`src/rtl/fp_sqrt_seq.sv`:
```
// Sequential floating-point square root: restoring digit-by-digit core, one root bit per clock.
// Define FP_SQRT_RNE_EN for round-to-nearest-even; the default build truncates toward zero.
module fp_sqrt_seq #(
    parameter int EXP_W = 8,
    parameter int MAN_W = 23,
    localparam int W = 1 + EXP_W + MAN_W
) (
    input  logic         clk,
    input  logic         rst_n,
    input  logic         in_valid,
    output logic         in_ready,
    input  logic [W-1:0] in_s,
    output logic         out_valid,
    input  logic         out_ready,
    output logic [W-1:0] sqrt,
    output logic [1:0]   flags
);

    localparam int N  = MAN_W + 2;
    localparam int CW = $clog2(N + 1);
    localparam logic [EXP_W-1:0] BIAS     = EXP_W'((1 << (EXP_W - 1)) - 1);
    localparam logic [EXP_W-1:0] EXP_ONES = {EXP_W{1'b1}};
    localparam logic [W-1:0]     QNAN     = {1'b0, {EXP_W{1'b1}}, 1'b1, {(MAN_W-1){1'b0}}};

    typedef enum logic [1:0] {IDLE = 2'd0, CALC = 2'd1, DONE = 2'd2} state_t;

    state_t              state;
    logic [EXP_W-1:0]    exp_r;
    logic [2*N-1:0]      x;
    logic [N-1:0]        q;
    logic [N-1:0]        rem;
    logic [CW-1:0]       cnt;

    logic                in_sign;
    logic [EXP_W-1:0]    in_exp;
    logic [MAN_W-1:0]    in_man;
    logic [EXP_W:0]      exp_sum;
    logic [N-1:0]        rad;
    logic                is_special;
    logic [W-1:0]        spec_res;
    logic [1:0]          spec_flags;

    assign in_sign = in_s[W-1];
    assign in_exp  = in_s[W-2:MAN_W];
    assign in_man  = in_s[MAN_W-1:0];

    // (E+B)>>1 is the result exponent; since B is odd, bit 0 of E+B is set exactly when E-B is odd.
    assign exp_sum = {1'b0, in_exp} + {1'b0, BIAS};
    assign rad     = exp_sum[0] ? {1'b1, in_man, 1'b0} : {2'b01, in_man};

    // Classify the incoming operand and form the result for all non-normal cases.
    always_comb begin
        is_special = 1'b1;
        spec_res   = QNAN;
        spec_flags = 2'b10;
        if (in_exp == {EXP_W{1'b0}}) begin
            spec_res   = {in_sign, {(W-1){1'b0}}};
            spec_flags = 2'b00;
        end else if (in_exp == EXP_ONES) begin
            if (in_man == {MAN_W{1'b0}}) begin
                if (in_sign) begin
                    spec_flags = 2'b10;
                end else begin
                    spec_res   = {1'b0, EXP_ONES, {MAN_W{1'b0}}};
                    spec_flags = 2'b00;
                end
            end else if (in_man[MAN_W-1]) begin
                spec_flags = 2'b00;
            end else begin
                spec_flags = 2'b10;
            end
        end else if (in_sign) begin
            spec_flags = 2'b10;
        end else begin
            is_special = 1'b0;
            spec_flags = 2'b00;
        end
    end

    logic [N+1:0]        rem_t;
    logic [N+1:0]        trial;
    logic [N+1:0]        rem_nxt;
    logic                ge;
    logic [N-2:0]        root_frac;
    logic [MAN_W-1:0]    man_t;
    logic                guard;
    logic                sticky;
    logic                inexact;
    logic [EXP_W-1:0]    res_exp;
    logic [MAN_W-1:0]    res_man;

    assign rem_t     = {rem, x[2*N-1 -: 2]};
    assign trial     = {q, 2'b01};
    assign ge        = (rem_t >= trial);
    assign rem_nxt   = ge ? (rem_t - trial) : rem_t;
    assign root_frac = {q[N-3:0], ge};
    assign man_t     = root_frac[N-2:1];
    assign guard     = root_frac[0];
    assign sticky    = |rem_nxt;
    assign inexact   = guard | sticky;

`ifdef FP_SQRT_RNE_EN
    logic                round_up;
    logic [MAN_W:0]      man_sum;

    assign round_up = guard & (sticky | man_t[0]);
    assign man_sum  = {1'b0, man_t} + {{MAN_W{1'b0}}, round_up};
    assign res_exp  = exp_r + {{(EXP_W-1){1'b0}}, man_sum[MAN_W]};
    assign res_man  = man_sum[MAN_W-1:0];
`else
    assign res_exp  = exp_r;
    assign res_man  = man_t;
`endif

    // Control FSM, root iteration datapath and registered outputs.
    always_ff @(posedge clk) begin
        if (!rst_n) begin
            state     <= IDLE;
            in_ready  <= 1'b1;
            out_valid <= 1'b0;
            sqrt      <= {W{1'b0}};
            flags     <= 2'b00;
            exp_r     <= {EXP_W{1'b0}};
            x         <= {(2*N){1'b0}};
            q         <= {N{1'b0}};
            rem       <= {N{1'b0}};
            cnt       <= {CW{1'b0}};
        end else begin
            case (state)
                IDLE: begin
                    if (in_valid) begin
                        in_ready <= 1'b0;
                        if (is_special) begin
                            sqrt      <= spec_res;
                            flags     <= spec_flags;
                            out_valid <= 1'b1;
                            state     <= DONE;
                        end else begin
                            exp_r <= exp_sum[EXP_W:1];
                            x     <= {rad, {N{1'b0}}};
                            q     <= {N{1'b0}};
                            rem   <= {N{1'b0}};
                            cnt   <= {CW{1'b0}};
                            state <= CALC;
                        end
                    end
                end
                CALC: begin
                    x   <= {x[2*N-3:0], 2'b00};
                    q   <= {q[N-2:0], ge};
                    rem <= rem_nxt[N-1:0];
                    cnt <= cnt + {{(CW-1){1'b0}}, 1'b1};
                    if (cnt == CW'(N - 1)) begin
                        sqrt      <= {1'b0, res_exp, res_man};
                        flags     <= {1'b0, inexact};
                        out_valid <= 1'b1;
                        state     <= DONE;
                    end
                end
                DONE: begin
                    if (out_ready) begin
                        out_valid <= 1'b0;
                        in_ready  <= 1'b1;
                        state     <= IDLE;
                    end
                end
                default: begin
                    state     <= IDLE;
                    in_ready  <= 1'b1;
                    out_valid <= 1'b0;
                end
            endcase
        end
    end

endmodule
```
`config.mk`:
```
export PLATFORM = sky130hd
export DESIGN_NAME = fp_sqrt_seq
export DESIGN_NICKNAME = d
export VERILOG_FILES = /design/src/rtl/fp_sqrt_seq.sv
export SDC_FILE = /design/constraint.sdc
export NUM_CORES = 1
export LEC_CHECK = 0
export ABC_AREA = 1
export CAP_MARGIN = 20
export CORE_ASPECT_RATIO = 1.2
export CORE_MARGIN = 3
export CORE_UTILIZATION = 50
export CTS_CLUSTER_SIZE = 40
export DETAILED_ROUTE_END_ITERATION = 10
export GPL_TIMING_DRIVEN = 0
export PLACE_DENSITY = 0.78
export SYNTH_ARGS = -nofsm -noshare
export SYNTH_HDL_FRONTEND = slang
export SYNTH_SLANG_ARGS = --single-unit
```
`constraint.sdc`:
```
create_clock -name clk -period 6.8 [get_ports clk]
set_input_delay 1.36 -clock clk [delete_from_list [all_inputs] [get_ports clk]]
set_output_delay 1.36 -clock clk [all_outputs]
set_load 0.05 [all_outputs]
```
# After elaboration in Yosys (flattened, before gate mapping)

Index checks and enable logic that the tools add are counted.

Output and inout bits: 36
Flip-flop bits (word level): 151
Word-level logic and storage cells: 82
Bits of input ports: 36

$add $sub $neg: 3
Equality and inequality tests: 9
Magnitude comparators: 1
Reduce and logical (&&, ||, !) cells: 11
Bitwise operators: 3
Multiplexer cells: 45

Operator list:

| cell                | count |
|---|---|
| $mux 32             | 4 |
| $mux 50             | 2 |
| $pmux 25 s2         | 2 |
| $pmux 50 s2         | 1 |
| $mux 25             | 3 |
| $mux 23             | 3 |
| $pmux 32 s2         | 1 |
| $ge 27x27->1        | 1 |
| $mux 27             | 1 |
| $reduce_or 27->1    | 1 |
| $sub 27x27->27      | 1 |
| $mux 2              | 12 |
| $logic_not 23->1    | 1 |
| $reduce_and 3->1    | 4 |
| $mux 5              | 2 |
| $ne 2x2->1 const B  | 5 |
| $pmux 5 s2          | 1 |
| $add 8x7->9 const B | 1 |
| $mux 1              | 9 |
| $eq 8x8->1 const B  | 1 |
| $logic_not 8->1     | 1 |
| $reduce_and 4->1    | 2 |
| $pmux 1 s3          | 2 |
| $pmux 2 s3          | 1 |
| 9 further kinds     | 10 |

# Depth between registers and ports, before layout

Depth after elaboration: 7
Gate-level depth with buffers: 20
Gate-level depth less buffers: 20

# Worst setup path after synthesis

Ideal clock, no wire load.

Kind: input port to flip-flop
Start point: in in_s[23]
End point: reg sqrt[22]
Path slack: 3.598 ns
Stages on the path: 12
Arrival: 3.128 ns
Data required time: 6.726 ns
Library setup time: 0.074 ns
Path buffers: 3
Cell sequence: clkbuf_1 -> inv_1 -> clkbuf_1 -> ha_1 -> nand4_1 -> nand2_1 -> o21ai_1 -> nor2_1 -> buf_2 -> nand2_1 -> or2_0 -> a31oi_1

Longest elaborated chain between the ends: 6
Elaborated cells on any way between the ends: 11
Classes of those cells: eq/ne (2); mux (7); reduce/logical (2)

RTL lines:

| what                   | line | source |
|---|---|---|
| start: declaration     | 12   | `input logic [W-1:0] in_s,` |
| $eq 8x8->1             | 59   | `end else if (in_exp == EXP_ONES) begin` |
| $mux 23                | 59   |  |
| $mux 32                | 56   | `if (in_exp == {EXP_W{1'b0}}) begin` |
| $mux 32                | 133  | `if (is_special) begin` |
| $mux 32                | 131  | `if (in_valid) begin` |
| $pmux 32 s2            | 129  | `case (state)` |
| end signal: assignment | 121  | `sqrt <= {W{1'b0}};` |
| end signal: assignment | 134  | `sqrt <= spec_res;` |
| end signal: assignment | 154  | `sqrt <= {1'b0, res_exp, res_man};` |
| end: declaration       | 15   | `output logic [W-1:0] sqrt,` |

Parallel ways exist; a longest one is shown, timed or not. The select of a mux whose other input is x is not followed.
A chain may end at the register's enable or synchronous reset.

# Worst setup path in the final report

Start point: in in_s[23]
End point: reg sqrt[11]

The elaborated chain is that of the path after synthesis.

==> impl_results.md <==
- Run status: complete, no violations
- Cts hold-fix bufs: 0
- I/O pin total: 72
- Compound-Gate Fraction of Synth Area: 15.3%
- Share of cells above drive strength 1: 5.63%
- Clock Tree Root: clkbuf_16
- Crit Path Class: input port to flip-flop
- Final period util: 59.2%
- Worst Hold Class: flip-flop to flip-flop
- Initial Utilization: 51.6%
- Max Fclk: 249 MHz
- Worst EP required: 7.15 ns
- DRC viols: 0
- Fin worst setup slack: 2.78 ns
- Via/cell ratio: 5.34
- TritonRoute pass-1 iters: 8
- RSZ-0062 raised after global routing: false
- Tmin final: 4.02 ns
- Layer with the highest usage: met2
- DR vias: 7897
- Synthesized area: 7500 sq um
- Routed Wire Length: 22.1 mm
- Final nets: 1333
- CTS tree: yes
- Clock Pin Slew Worst Setup and Hold Paths: 0.06 ns
- Area grow syn2layout: 20.7%
- Die height: 140 um
- Largest net degree at the start of global routing: 17
- Post-Syn Nets: 1244
- Final Hold Vio Count: 0
- DIE AREA: 16500 sq um
- Standard-cell rows: 48
- Post-CTS setup buffers: 0
- Setup Skew: 0.00568 ns
- Final setup TNS: 0 ns
- DR WL/cell: 14.9 um
- Met2 usage: 49.8%
- Htree depth: 4
- Met1 GRT Util: 31.0%
- First-pass GRT wire length: 36.3 mm
- Die width: 118 um
- Max clock buf depth: 2
- Crit. End Element: flip-flop
- CP max FO: 11
- Congestion Overflow GR: 0
- Diode count: 0
- Met3 global-route usage: 4.12%
- RD Place Congestion: 0.973
- Synth Area in Adders: 5.34%
- Max-slew violation count: 0
- Worst EP arrival: 4.38 ns
- Post-CTS Resized: 0
- Util after Layout: 62.3%
- Core ar.: 14500 sq um
- Seq/Total Area, Yosys: 33.6%
- Simple-gate portion of the synthesized area: 34.1%
- Avg Inst Size Synth: 6.38 sq um
- Yosys cell types: 42
- Worst Setup Start Kind: input port
- Gr usage total: 26.9%
- Initial DRC count: 575
- Max-slew headroom: 45.8%
- Largest family of logic cells by synthesized area: simple AND/OR/NAND/NOR gates
- Pre-CTS setup slack: 2.38 ns
- Slew @ Worst Pin: 0.809 ns
- Synth Area in XOR/XNOR: 1.87%
- Port buffer count: 70
- Initial antenna violation count: 0
- Clk sinks: 126
- Max_cap viols: 0
- Vias in the first global route: 7627
- Clk_lat worst skew: 0.43 ns
- Cells after synthesis: 1176
- DP Wirelength: 17.1 mm
- Final ANT Viol Nets: 0
- Post-synthesis mux area share: 0%
- Register bit total from synthesis: 126
- # setup viols final: 0
- Ys Warns: 0
- Cts bufs inserted: 17
-- cells in the final DEF, fill, tap and decap left out, types with 27 or more instances in the layout --
cell / synthesis / final
a31oi_1: 27 / 27
nand2_1: 369 / 369
clkdlybuf4s50_1: 0 / 70
o21ai_0: 28 / 28
clkbuf_1: 37 / 37
a21oi_1: 113 / 113
nor2_1: 126 / 126
inv_1: 131 / 131
ha_1: 32 / 32
dfxtp_1: 126 / 126
nand3_1: 52 / 52
-- logic make-up (layout without fill, tap and decap cells) --
group / count (synthesis) / count (layout)
AOI/OAI and AO/OA: 204 / 204
xor gates and xnor gates: 16 / 16
adders and majority gates: 32 / 32
buffers and inverters: 185 / 287
DFF: 126 / 126
and+or+nand+nor: 613 / 613
-- synth_stat cells, drive strengths merged --
master	n	area share [%]
clkinv	3	0.17
a21oi	114	7.8
nand3b	4	0.40
o211ai	22	2.2
clkbuf	37	1.9
nand4	22	1.8
and3	1	0.083
o21bai	3	0.30
nand2	379	19
o21a	1	0.10
xnor2	3	0.35
dfxtp	126	34
a211oi	1	0.10
a31oi	27	2.3
nor3	7	0.53
ha	32	5.3
a22oi	4	0.40
nand3	54	3.8
xor2	13	1.5
o21ai	31	2.1
nor2	130	6.6
and2	1	0.083
o221ai	1	0.12
inv	136	6.8
nor4	5	0.42
buf	9	0.93
or2	9	0.75
nor3b	1	0.10
-- path summary, 6_finish.rpt --
path / start / depth (start not counted) / end / slack [ns]
worst max-delay path: in_s[23] / 13 / sqrt[11] / 2.78
worst min-delay path: flags[0] / 2 / flags[0] / 0.46
worst max register to register: q[12] / 19 / flags[0] / 3.74
worst min register to register: flags[0] / 2 / flags[0] / 0.46
-- per-stage QoR --
step           instance area, sq um  hold slack (ns)  std cells
2_1_floorplan                  7500            0.440       1176
3_3_place_gp                   8450            0.450       1446
3_5_place_dp                   8450            0.454       1446
4_1_cts                        9050            0.463       1478
5_1_grt                        9050            0.484       1478
6_report                       9050            0.464       1478
-- layout make-up --
type | instances | area [sq um]
clock inverter | 15 | 174
tap | 200 | 250
clock buffer | 17 | 425
timing repair buffer | 70 | 701
buffer | 46 | 209
sequential | 126 | 2520
multi-input combinational | 865 | 4250
inverter | 139 | 523
fill | 1410 | 5480
-- flip-flops by register name, summed over array words and instances, names as in the netlist, 2 cells and up --
name,cells
x,25
exp_r,8
flags,2
q,25
rem,25
sqrt,32
cnt,5
state,2
-- layer usage --
metal / up-vias / share of wire (%)
met5: - / 0
met1: 3627 / 41
met2: 244 / 52
li1: 3982 / -
met4: 0 / 2.5
met3: 44 / 4.4
-- critical path, stage by stage --
cell and delay [ns]:
clkdlybuf4s50_1 0.48, clkbuf_1 0.28, inv_1 0.19, clkbuf_1 0.30
ha_1 0.29, nand4_1 0.11, nand2_1 0.11, o21ai_1 0.26
nor2_1 0.09, clkinv_1 0.17, clkbuf_1 0.48, nand2_1 0.10
a21oi_1 0.15
Power is left out: the tool's default activity adds up to more than one toggle a clock period on the data nets, which glitch-free logic cannot reach.
